==> config.mk <==
export PLATFORM = sky130hd
export DESIGN_NAME = regfile_dump
export DESIGN_NICKNAME = d
export VERILOG_FILES = /design/src/rtl/regfile_dump.sv
export SDC_FILE = /design/constraint.sdc
export NUM_CORES = 1
export LEC_CHECK = 0
export CAP_MARGIN = 15
export CORE_AREA = 2 2 82 61
export CTS_BUF_LIST = sky130_fd_sc_hd__clkbuf_4 sky130_fd_sc_hd__clkbuf_8
export CTS_CLUSTER_SIZE = 8
export DETAILED_ROUTE_END_ITERATION = 10
export DIE_AREA = 0 0 84 63
export MAX_ROUTING_LAYER = met4
export PLACE_DENSITY = 0.8
export SLEW_MARGIN = 10
export SYNTH_ARGS = -nofsm -noshare
export SYNTH_HDL_FRONTEND = slang
export SYNTH_SLANG_ARGS = --single-unit
export TNS_END_PERCENT = 5
==> constraint.sdc <==
create_clock -name clk -period 1.9 [get_ports clk]
set_clock_uncertainty 0.1 [all_clocks]
set_input_delay 0.38 -clock clk [delete_from_list [all_inputs] [get_ports clk]]
set_output_delay 0.38 -clock clk [all_outputs]
set_load 0.02 [all_outputs]
==> src/rtl/regfile_dump.sv <==
// Walks register indices 0..NREGS-1 over the core's debug read port and streams
// each captured value out through a valid/ready interface, one word per index.
module regfile_dump #(
    parameter int unsigned NREGS  = 32,
    parameter int unsigned DATA_W = 32
) (
    input  logic              clk,
    input  logic              reset,
    input  logic              start,
    output logic              port_req,
    input  logic              port_gnt,
    output logic [4:0]        rf_addr,
    input  logic [DATA_W-1:0] rf_rdata,
    output logic              out_valid,
    input  logic              out_ready,
    output logic [DATA_W-1:0] out_data,
    output logic [4:0]        out_index,
    output logic              out_last,
    output logic              busy,
    output logic              done
);

    localparam int unsigned IDX_W = 5;
    localparam logic [IDX_W-1:0] LAST_IDX = IDX_W'(NREGS - 1);

    typedef enum logic [2:0] {
        IDLE,
        REQ,
        READ,
        SEND,
        DONE
    } state_t;

    state_t            state;
    state_t            state_d;
    logic [IDX_W-1:0]  index;
    logic [IDX_W-1:0]  index_d;
    logic [DATA_W-1:0] data_d;
    logic [IDX_W-1:0]  oidx_d;
    logic              last_d;
    logic              port_req_d;
    logic              out_valid_d;
    logic              busy_d;
    logic              done_d;

    // Next-state, capture and output decode; outputs follow the next state so
    // they are registered yet line up with the state they describe.
    always_comb begin
        state_d = state;
        index_d = index;
        data_d  = out_data;
        oidx_d  = out_index;
        last_d  = out_last;

        case (state)
            IDLE: begin
                if (start) begin
                    state_d = REQ;
                    index_d = '0;
                end
            end
            REQ: begin
                if (port_gnt) state_d = READ;
            end
            READ: begin
                if (port_gnt) begin
                    data_d  = rf_rdata;
                    oidx_d  = index;
                    last_d  = (index == LAST_IDX);
                    state_d = SEND;
                end
            end
            SEND: begin
                if (out_ready) begin
                    if (index == LAST_IDX) begin
                        state_d = DONE;
                    end else begin
                        index_d = index + IDX_W'(1);
                        state_d = READ;
                    end
                end
            end
            DONE: begin
                state_d = IDLE;
            end
            default: begin
                state_d = IDLE;
            end
        endcase

        port_req_d  = (state_d == REQ) || (state_d == READ) || (state_d == SEND);
        out_valid_d = (state_d == SEND);
        busy_d      = (state_d != IDLE);
        done_d      = (state_d == DONE);
    end

    // State and registered outputs.
    always_ff @(posedge clk) begin
        if (reset) begin
            state     <= IDLE;
            index     <= '0;
            out_data  <= '0;
            out_index <= '0;
            out_last  <= 1'b0;
            port_req  <= 1'b0;
            out_valid <= 1'b0;
            busy      <= 1'b0;
            done      <= 1'b0;
        end else begin
            state     <= state_d;
            index     <= index_d;
            out_data  <= data_d;
            out_index <= oidx_d;
            out_last  <= last_d;
            port_req  <= port_req_d;
            out_valid <= out_valid_d;
            busy      <= busy_d;
            done      <= done_d;
        end
    end

    assign rf_addr = index;

endmodule
==> flow_summary_export.csv, run 1 <==
group,metric,value,unit
power,switchingPower,0.0004651,W
floorplan,placeableCoreArea,4546,µm²
timing,period_share,95.78,%
worst_setup_path,reg2reg_to,"rf_addr[2]",
placed_design,dp_hpwl,3260,µm
global_route,grt_util_met1,22.60,%
route,antenna_left,0,
power,share_comb_of_total_power,13.0,%
floorplan,rows,21,
worst_setup_path,ff2ff_setup_slack,80,ps
synthesis,synthFlopType,"dfxtp_1",
floorplan,die_h,63,µm
timing,slew_violations,0,
global_route,use_met3,6.473,%
synthesis,synth.distinct_cells,33,
worst_setup_path,worst_r2r_path_depth,6,
synthesis,synth_edf_count,0,
route,drcViolationCount,0,
finish,syn_to_final_growth,55.64,%
floorplan,io_pins,84,
power,power_leakage,1.078,nW
finish,layout_common_cells,"clkdlybuf4s50_1 (79), nand2_1 (78), dfxtp_1 (50)",
synthesis,synthCells,224,
route,drt-total-wl,4474,µm
worst_setup_path,timing.rr.start,"rf_addr[0]",
placed_design,finalWeightedCongestion,0.8266,
synthesis,ys_async_sr_fraction,0,%
clock_network,cts_hold_buf,0,
clock_network,cts_root_buffer,"clkbuf_8",
worst_setup_path,cp.required,2000,ps
route,dr.pass1.iters,4,
power,p_int,0.001614,W
finish,nets,346,
clock_network,cts_setup_buffers,0,
synthesis,avgSynthCellArea,8.373,µm²
clock_network,cts_resized,0,
floorplan,initial_core_util,41.26,%
global_route,first_global_vias,1599,
floorplan,die_x,84,µm
route,num_vias,1816,
min_path,min_to,"out_data[10]",
clock_network,clkTransAtPathRegs,90,ps
synthesis,seq_area_frac_synth,53.37,%
power,power.density,712.2,nW/µm²
worst_setup_path,cp-start-kind,"register",
clock_network,cts_sinks,50,
clock_network,clk_path_buf_depth,2,
run_status,outcome,"completed",
floorplan,die_area,5292,µm²
global_route,globalRouteMet2Util,26.50,%
global_route,grt_usage,17.69,%
clock_network,clk_latency,290,ps
timing,relSlewSlack,72.55,%
min_path,holdPathStages,2,
timing,fin_hold_ws,296.6,ps
synthesis,ys_ff_latch,50,
synthesis,yosysTopAreaCellShare,53.37,%
power,p_seq_share,52.7,%
route,drt_iter0_drc,45,
timing,hold_viol,0,
finish,diodes,0,
finish,drive_gt1_share,7.143,%
run,maxCapViolations,0,
timing,tightest_slew,411.2,ps
power,p_clk_share,34.3,%
route,detail_route.vias_per_cell,4.975,
power,p_sw_share,22.37,%
clock_network,htree_levels,2,
global_route,antenna_found_initial,0,
timing,fmax,549.5,MHz
worst_setup_path,path_max_fanout,4,
timing,setup_viol,0,
power,max-vdd-ir-drop,400.2,µV
placed_design,place_inst,357,
global_route,grt_start_max_net_pins,25,
placed_design,port_buffers,83,
global_route,overflow,0,
clock_network,numCtsBuffers,5,
min_path,hold_path_class,"input port to register",
min_path,hp-start,"reset",
synthesis,synth_area_leaders,"dfxtp_1 (53%), nand2_1 (16%), a21oi_1 (11%)",
worst_setup_path,worstSetupEndpointType,"register",
worst_setup_path,arrival,1920,ps
timing,rsz0062_at_grt,"true",
timing,period_minus_slack,1820,ps
finish,nFillCells,404,
clock_network,cts_tree,"done",
finish,layout.cells.non_filler,365,
global_route,grt_pass1_wl,7431,µm
synthesis,synth_area,1876,µm²
global_route,top_usage_layer,"met2",
route,wl_per_cell,12.26,µm
synthesis,yosys.area.top_type,"dfxtp_1",
worst_setup_path,crit_type,"register to register",
finish,final_common_cell,"clkdlybuf4s50_1",
synthesis,synth_nets,263,
synthesis,yosys_warnings,0,
[final cells by class]
type | count | area, µm² | area share [%]
repair buffers | 92 | 938.4 | 32.15
flip-flops and latches | 50 | 1001 | 34.29
multi-input cells | 158 | 799.5 | 27.39
clock buffers | 5 | 68.82 | 2.357
well taps | 57 | 71.32 | 2.443
clock inverters | 3 | 40.04 | 1.372
[synth_stat cells, drive strengths merged (2+ instances only)]
cell type	count
a21oi	40
mux2i	2
nand3	2
nor2	3
ha	2
nand2b	4
nor3	3
nand2	78
nand3b	2
a21o	2
a211oi	2
buf	9
a31oi	2
clkbuf	7
dfxtp	50
[per-stage QoR]
step                      util [%]  total power [W]  setup WS, ps  TNS [ps]  cell area (µm²)
final                        64.22         0.002079         80.19         0             2919
after global routing         64.22         0.002186        -16.38    -25.14             2919
after CTS                    64.05         0.002116         3.677         0             2912
after detailed placement     61.66         0.001393         24.90         0             2803
after global placement       61.66         0.001388         53.30         0             2803
after floorplan                  -         0.001242         86.79         0             1876
[critical path: stages (launching register included)]
cell	delay, ps
dfxtp_1	330
ha_1	210
and3_1	190
ha_1	230
nor3b_2	240
a41oi_1	140
a311oi_1	290
[logic make-up (layout without fill, tap and decap cells)]
kind of cell / after synthesis / count (layout) / synth area share (%)
adders and majority gates: 2 / 2 / 1.334
muxes: 2 / 2 / 1.067
buffers and inverters: 16 / 100 / 4.270
and+or+nand+nor: 101 / 101 / 24.15
AOI/OAI and AO/OA: 53 / 53 / 15.81
DFF: 50 / 50 / 53.37
[worst max path at each step]
stage	depth (start not counted)	end	slack, ps	startpoint
2_1_floorplan	6	rf_addr[3]	90	rf_addr[0]
3_3_place_gp	4	rf_addr[3]	50	start
3_5_place_dp	4	rf_addr[3]	20	start
4_1_cts	1	rf_addr[2]	4	rf_addr[2]
5_1_grt	6	rf_addr[2]	-20	rf_addr[0]
6_report	6	rf_addr[2]	80	rf_addr[0]
[power groups by stage]
| stage | Clock [W] | Combinational (W) | Sequential [W] |
|---|---|---|---|
| after floorplan | 0 | 0.000102 | 0.00114 |
| after detailed placement | 0 | 0.000272 | 0.00112 |
| final | 0.000712 | 0.000270 | 0.00110 |
| after CTS | 0.000747 | 0.000273 | 0.00110 |
| after global routing | 0.000793 | 0.000292 | 0.00110 |
| after global placement | 0 | 0.000268 | 0.00112 |
[sequential cells by signal (all words and copies together) (netlist names)]
register / count
busy: 1
done: 1
out_data: 32
out_index: 5
out_last: 1
out_valid: 1
port_req: 1
rf_addr: 5
state: 3
[per-layer routing]
metal	routed length, µm	up-vias	share of wire [%]
li1	-	911	-
met1	2021	833	45
met2	2043	64	46
met3	358	8	8.0
met4	50	0	1.1
met5	0	-	0
No activity file was read; power rests on OpenSTA's default activity.
==> run 2: changes to the inputs <==
Settings changed: CTS_CLUSTER_DIAMETER set to 200.
==> results of run 2 <==
The final DEF is identical to that of run 1; final timing and power are the same.
==> run 3: changes to the inputs <==
Settings changed: CELL_PAD_IN_SITES_DETAIL_PLACEMENT set to 1, CELL_PAD_IN_SITES_GLOBAL_PLACEMENT set to 2, CORE_AREA 2 2 82 61 to 2 2 111 81, CTS_CLUSTER_SIZE 8 to unset, DIE_AREA 0 0 84 63 to 0 0 113 83, PLACE_DENSITY 0.8 to unset, PLACE_DENSITY_LB_ADDON set to 0.1.
==> flow_summary_export.csv, run 3 (synthesis gave the netlist of run 1 again) <==
group,metric,value,unit
run_status,outcome,"finished with violations",
run_status,violations,"design-rule violations",
placed_design,finalWeightedCongestion,0.7299,
floorplan,die_h,83,µm
finish,nets,348,
worst_setup_path,ff2ff_setup_slack,40,ps
clock_network,clk_latency,290,ps
finish,largest_register_ffs,32,
worst_setup_path,cp-start-kind,"register",
floorplan,placeableCoreArea,8268,µm²
timing,slew_violations,0,
timing,hold_viol,0,
global_route,first_global_vias,1817,
worst_setup_path,crit_type,"register to register",
placed_design,port_buffers,83,
finish,layout.cells.non_filler,414,
timing,fmax,537.1,MHz
global_route,grt_usage,12.34,%
finish,top_register,"out_data",
min_path,hold_path_class,"register to register",
power,power.density,671.7,nW/µm²
finish,diodes,0,
worst_setup_path,path_max_fanout,4,
placed_design,place_inst,406,
route,drcViolationCount,6,
global_route,grt_start_max_net_pins,23,
placed_design,dp_hpwl,3977,µm
global_route,antenna_found_initial,0,
clock_network,cts_root_buffer,"clkbuf_8",
floorplan,die_x,113,µm
global_route,grt_pass1_wl,9073,µm
worst_setup_path,arrival,1940,ps
floorplan,rows,28,
finish,ff_latch_area,1001,µm²
floorplan,initial_core_util,22.68,%
timing,setup_slack,38.06,ps
power,total_power,0.001996,W
finish,syn_to_final_growth,58.44,%
clock_network,cts_sinks,50,
route,num_vias,1776,
route,drt_iter0_drc,65,
placed_design,post-place-ws,-8.288,ps
finish,drive_gt1_share,8.091,%
timing,setup_viol,0,
clock_network,htree_levels,2,
power,max-vdd-ir-drop,343.4,µV
finish,multi_input_area,814.5,µm²
timing,rsz0062_at_grt,"true",
timing,period_share,98.00,%
floorplan,io_pins,84,
route,antenna_left,0,
clock_network,clkTransAtPathRegs,90,ps
timing,period_minus_slack,1862,ps
clock_network,cts_tree,"done",
run,maxCapViolations,0,
global_route,overflow,0,
finish,final_common_cell,"clkdlybuf4s50_1",
floorplan,die_area,9379,µm²
finish,nFillCells,973,
clock_network,clk_path_buf_depth,2,
finish,layout_common_cells,"clkdlybuf4s50_1 (79), nand2_1 (78), dfxtp_1 (50)",
timing,setup_tns,0,ps
clock_network,numCtsBuffers,5,
route,drt-total-wl,5703,µm
worst_setup_path,cp.required,1980,ps
route,dr.pass1.iters,7,
route,wl_per_cell,13.78,µm
power,power_leakage,1.063,nW
timing,tightest_slew,445.2,ps
route,detail_route.vias_per_cell,4.290,
timing,relSlewSlack,70.28,%
worst_setup_path,worstSetupEndpointType,"register",
[run 3: path summary, 6_finish.rpt]
path | start | endpoint | cells after the start
worst max-delay path | rf_addr[0] | rf_addr[3] | 6
worst min-delay path | out_index[3] | out_index[3] | 2
worst max register to register | rf_addr[0] | rf_addr[3] | 6
worst min register to register | out_index[3] | out_index[3] | 2
[run 3: per-layer routing]
| layer | global-route usage (%) | share of wire [%] |
|---|---|---|
| met3 | 4.380 | 7.5 |
| met1 | 16.33 | 49 |
| met5 | - | 0 |
| met2 | 18.35 | 43 |
| met4 | 2.328 | 0.46 |
[run 3: what timing repair did]
| action | in CTS | in global routing |
|---|---|---|
| pin swaps | 1 | 2 |
| hold endpoints to repair | 0 | 0 |
| buffers inserted | 0 | 1 |
| endpoints found under the setup margin | 1 | 6 |
| resized for setup | 0 | 6 |
| hold buffers | 0 | 0 |
[run 3: power breakdown]
| group | internal, W | switching [W] |
|---|---|---|
| combinational | 0.000156 | 0.000126 |
| clock | 0.000283 | 0.000333 |
| sequential | 0.00107 | 0.0000232 |
[run 3: through the flow]
stage	utilization, %	hold WS [ps]	cell area [µm²]
final	35.94	356.1	2972
after detailed placement	34.56	347.2	2858
after floorplan	-	399.5	1876
after global placement	34.56	341.2	2858
after CTS	35.58	360.6	2942
after global routing	35.94	381.4	2972
[run 3: final cells by class]
type	instances	share of cell area, %
Sequential cell	50	33.68
Timing Repair Buffer	94	31.66
Multi-Input combinational cell	158	27.41
Tap cell	105	4.421
Clock buffer	7	2.821
[run 3: worst max-delay path, cell delays in order (launching register included)]
cell and delay [ps]:
dfxtp_1 330, ha_1 220, and3_1 200, ha_2 210, nand4b_1 270, a221oi_2 320, o22ai_1 110
